$ cat config.mk
export PLATFORM = sky130hd
export DESIGN_NAME = codon_framer
export DESIGN_NICKNAME = d
export VERILOG_FILES = /design/src/rtl/codon_framer.sv
export SDC_FILE = /design/constraint.sdc
export NUM_CORES = 1
export LEC_CHECK = 0
export ABC_AREA = 1
export BUFFER_PORTS_ARGS = -buffer_cell sky130_fd_sc_hd__buf_2
export CAP_MARGIN = 10
export CELL_PAD_IN_SITES_DETAIL_PLACEMENT = 0
export CELL_PAD_IN_SITES_GLOBAL_PLACEMENT = 2
export CORE_MARGIN = 3
export CORE_UTILIZATION = 35
export CTS_BUF_LIST = sky130_fd_sc_hd__clkbuf_16
export CTS_CLUSTER_SIZE = 16
export DETAILED_ROUTE_END_ITERATION = 10
export PLACE_DENSITY_LB_ADDON = 0.1
export SLEW_MARGIN = 20
export SYNTH_ARGS = -nofsm -noshare
export SYNTH_HDL_FRONTEND = slang
export SYNTH_SLANG_ARGS = --single-unit
$ cat constraint.sdc
create_clock -name clk -period 2.8 [get_ports clk]
set_input_delay 0.84 -clock clk [delete_from_list [all_inputs] [get_ports clk]]
set_output_delay 0.84 -clock clk [all_outputs]
set_load 0.1 [all_outputs]
$ cat src/rtl/codon_framer.sv
// Frames a 2-bit nucleotide stream into codons from an AUG start codon to a stop codon or the length limit.
// Latency: a codon is valid one cycle after its third nucleotide is accepted.
// Backpressure: nt_ready is low while a codon is pending; codon fields hold until codon_ready.
module codon_framer #(
  parameter int CNT_W      = 8,
  parameter int MAX_CODONS = 255
) (
  input  logic             clk,
  input  logic             rst_n,
  input  logic             nt_valid,
  input  logic [1:0]       nt,
  output logic             nt_ready,
  output logic             codon_valid,
  output logic [5:0]       codon,
  input  logic             codon_ready,
  output logic             codon_first,
  output logic             codon_last,
  output logic             truncated,
  output logic [CNT_W-1:0] codon_count,
  output logic             in_orf
);

  localparam logic [5:0]       AUG   = 6'b100011;
  localparam logic [5:0]       UAA   = 6'b001010;
  localparam logic [5:0]       UAG   = 6'b001011;
  localparam logic [5:0]       UGA   = 6'b001110;
  localparam logic [CNT_W-1:0] MAX_C = CNT_W'(MAX_CODONS);
  localparam logic [CNT_W-1:0] ONE_C = CNT_W'(1);

  typedef enum logic {SEARCH = 1'b0, TRANSLATE = 1'b1} state_t;

  state_t           state;
  // Only the two most recent nucleotides are kept; the incoming one completes the 3-nt window.
  logic [3:0]       window;
  logic [1:0]       fill;
  logic [1:0]       phase;
  logic [3:0]       acc;

  logic             nt_fire;
  logic             codon_fire;
  logic [5:0]       search_win;
  logic [5:0]       framed;
  logic [CNT_W-1:0] next_count;
  logic             is_stop;

  // Input side stalls whenever a codon is waiting; depends on registered state only.
  assign nt_ready   = ~codon_valid;
  assign nt_fire    = nt_valid & nt_ready;
  assign codon_fire = codon_valid & codon_ready;
  assign search_win = {window, nt};
  assign framed     = {acc, nt};
  assign next_count = codon_count + ONE_C;
  assign is_stop    = (framed == UAA) || (framed == UAG) || (framed == UGA);

  // Search / translate state machine with registered codon outputs.
  always_ff @(posedge clk or negedge rst_n) begin
    if (!rst_n) begin
      state       <= SEARCH;
      window      <= 4'd0;
      fill        <= 2'd0;
      phase       <= 2'd0;
      acc         <= 4'd0;
      codon_valid <= 1'b0;
      codon       <= 6'd0;
      codon_first <= 1'b0;
      codon_last  <= 1'b0;
      truncated   <= 1'b0;
      codon_count <= '0;
      in_orf      <= 1'b0;
    end else begin
      // Codon consumed; the final codon of an ORF sends the block back to a clean search.
      if (codon_fire) begin
        codon_valid <= 1'b0;
        if (codon_last) begin
          state  <= SEARCH;
          window <= 4'd0;
          fill   <= 2'd0;
          in_orf <= 1'b0;
        end
      end

      // nt_fire and codon_fire never coincide because nt_ready is ~codon_valid.
      if (nt_fire) begin
        case (state)
          SEARCH: begin
            window <= search_win[3:0];
            if (fill != 2'd3) fill <= fill + 2'd1;
            if (search_win == AUG && fill >= 2'd2) begin
              codon       <= AUG;
              codon_valid <= 1'b1;
              codon_first <= 1'b1;
              codon_last  <= 1'b0;
              truncated   <= 1'b0;
              codon_count <= ONE_C;
              phase       <= 2'd0;
              in_orf      <= 1'b1;
              state       <= TRANSLATE;
            end
          end
          TRANSLATE: begin
            if (phase == 2'd2) begin
              codon       <= framed;
              codon_valid <= 1'b1;
              codon_first <= 1'b0;
              codon_count <= next_count;
              phase       <= 2'd0;
              if (is_stop) begin
                codon_last <= 1'b1;
                truncated  <= 1'b0;
              end else if (next_count == MAX_C) begin
                codon_last <= 1'b1;
                truncated  <= 1'b1;
              end else begin
                codon_last <= 1'b0;
                truncated  <= 1'b0;
              end
            end else begin
              acc   <= {acc[1:0], nt};
              phase <= phase + 2'd1;
            end
          end
          default: state <= SEARCH;
        endcase
      end
    end
  end

endmodule

==> summary.md <==
| Metric | Value |
|---|---|
| Starting Density | 0.377 |
| Post-Syn Area | 1560 um^2 |
| Register area share after synthesis | 0.513 |
| Crit path buffers/inverters | 2 |
| Area Overhead vs Synth | 21.7% |
| Die width | 72.8 um |
| Layout cells sized above 1 | 0.238 |
| Worst hold path type | flop to flop |
| Ys async rst share | 1.00 |
| PwrDens | 1220 nW/um^2 |
| Drt pass-1 iters | 4 |
| Layout Nets | 223 |
| Critical path launch point type | flop |
| Final setup viols | 0 |
| EDFF count, synth | 0 |
| Layout Skew | 0.00361 ns |
| First-pass GRT wire length | 5720 um |
| Initial antenna violation count | 0 |
| Crit path from | codon_valid$_DFF_PN0_ |
| Deepest clock path buffer count | 2 |
| Post-DP HPWL | 2460 um |
| Crit-path leading delay family | buffers and inverters |
| Syn Inst Count | 182 |
| Skew-Pair Late Insertion Delay | 0.27 ns |
| Warnings from Yosys | 0 |
| Total number of vias | 1238 |
| Clock sink count | 32 |
| Slew headroom | 0.524 |
| Final wirelength | 3280 um |
| Post-route DRC violation count | 0 |
| CP max-delay cell | buf_2 |
| CTS tree | built |
| Hold_buf cts | 0 |
| Final period utilization | 0.740 |
| Final TNS setup | 0 ns |
| Post-CTS Setup Inserts | 0 |
| CP Max Fanout | 4 |
| Tmin final | 2.07 ns |
| Fin util | 0.458 |
| Critical path class | flop to primary output |
| R2R Setup Slk | 1.26 ns |
| RSZ-0062 raised after global routing | false |
| Gpl congestion | 0.748 |
| Reg-to-reg startpoint | codon_count[0]$_DFFE_PN0P_ |
| Vias per cell | 4.69 |
| Seq cells post-synth | 32 |
| CTS root buf | clkbuf_16 |
| Core area | 4140 um^2 |
| Critical Path RT | 1.96 ns |
| Level count of the clock H-tree | 2 |
| Die area | 5290 um^2 |
| Critical Path Max Stage Delay | 0.43 ns |
| DR iter-0 viols | 41 |
| Clk slew on worst S/H paths | 0.05 ns |
| IO buf count | 25 |
| Reg2Reg Depth | 9 |
| Synth unique cells | 24 |
| Max Cap Viol | 0 |
| CP arrival | 1.23 ns |
| Mapped Nets | 192 |
| Diode count | 0 |
| Worst slew pin tran | 0.714 ns |
| Rows | 23 |
| Resized Gates After CTS | 0 |
| Largest net degree at the start of global routing | 33 |
| F_max | 0.483 GHz |
| Gr ovfl total | 0 |
| Status | finished, final reports clean |
| Leakage Power | 0.000968 uW |
| Post-DRT Antenna Nets | 0 |
| Fin. Hold Viols | 0 |
| Routed WL per cell | 12.4 um |
| CP endpoint kind | primary output |
| # IOs | 26 |
| GRT Total Usage | 0.141 |
| Max-slew violation count | 0 |
| Vias in the first global route | 1217 |
| Reg-to-reg endpoint | codon_last$_DFFE_PN0P_ |
| Crit path cell chain | inv_1 -> buf_2 |
| Hold path depth | 2 |
| Main synth FF type | dfrtp_1 |
| Worst Hold Launch | codon_first$_DFFE_PN0P_ |
| VDD IR max | 767 uV |
| Die H | 72.8 um |
| Avg Inst Size Synth | 8.57 um^2 |
| Worst Hold Path EP | codon_first$_DFFE_PN0P_ |
| Total CTS buffers | 5 |
[worst max path at each step]
stage	end	depth (start not counted)
floorplan	nt_ready	1
global placement	codon_count[2]$_DFFE_PN0P_	8
detailed placement	codon_count[4]$_DFFE_PN0P_	8
CTS	nt_ready	2
global route	nt_ready	2
finish	nt_ready	2
[flip-flops by register name, indices dropped and copies added (netlist names)]
name	flops
codon_first	1
phase	2
codon_count	8
window	4
codon	6
truncated	1
in_orf	1
codon_valid	1
acc	4
state	1
codon_last	1
fill	2
[per-layer routing]
layer,routed length [um],global-route usage
met4,48,0.0492
met3,161,0.0399
met2,1570,0.231
met1,1500,0.177
met5,0,0
[through the flow]
| stage | power [uW] | instance area (um^2) | instances | setup slack, ns | hold slack (ns) |
|---|---|---|---|---|---|
| floorplan | 1560 | 1560 | 182 | 0.282 | 0.467 |
| global placement | 1720 | 1740 | 256 | 0.852 | 0.451 |
| detailed placement | 1740 | 1740 | 256 | 0.873 | 0.453 |
| CTS | 2350 | 1900 | 264 | 0.722 | 0.466 |
| global route | 2460 | 1900 | 264 | 0.675 | 0.488 |
| finish | 2330 | 1900 | 264 | 0.729 | 0.462 |
[synth_stat cells (2+ instances only)]
| master | number | share of area |
|---|---|---|
| dfrtp_1 | 32 | 0.51 |
| nor2_1 | 20 | 0.048 |
| o21ai_2 | 5 | 0.028 |
| nand3_1 | 13 | 0.042 |
| nor3_2 | 2 | 0.013 |
| inv_2 | 3 | 0.0072 |
| nand2_1 | 55 | 0.13 |
| o21ai_1 | 7 | 0.022 |
| inv_1 | 15 | 0.036 |
| nand2_2 | 5 | 0.020 |
| o21ai_0 | 7 | 0.022 |
| ha_1 | 4 | 0.032 |
| mux2_1 | 2 | 0.014 |
| a21oi_1 | 2 | 0.0064 |
[cells by family (layout without fill, tap and decap cells)]
group	Yosys count	after routing	share of synthesized area
xor+xnor	1	1	0.00561
fa+ha+maj	4	4	0.0321
buf+inv	20	52	0.0529
simple gates	100	100	0.285
mux	2	2	0.0144
flops	32	32	0.513
compound gates	23	23	0.0962
[layout make-up]
cell class,count,area [um^2]
Tap cell,50,62.6
Fill cell,428,2240
Multi-Input combinational cell,130,677
Timing Repair Buffer,25,125
Sequential cell,32,801
Clock inverter,3,37.5
Clock buffer,5,125
Inverter,19,71.3
[layout by cell type (no fill, tap or decap), types with 7 or more instances in the layout]
cell	n
nand3_1	13
dfrtp_1	32
nand2_1	55
o21ai_0	7
nor2_1	20
inv_1	15
o21ai_1	7
buf_2	25
[worst reg2reg max path: stages, from the launching register on]
cell	delay [ns]
dfrtp_1	0.46
ha_1	0.23
nand3_1	0.16
o21bai_1	0.17
nand2_1	0.08
nor2_1	0.11
nand2_1	0.09
nand2_1	0.07
nand2_1	0.05
nand2_1	0.06
[report_power, final]
| part | internal [uW] | total [uW] | switching (uW) |
|---|---|---|---|
| Clock | 413 | 598 | 185 |
| Combinational | 182 | 972 | 791 |
| Sequential | 611 | 756 | 144 |
| Total | 1210 | 2330 | 1120 |
No activity file was read; power rests on OpenSTA's default activity.
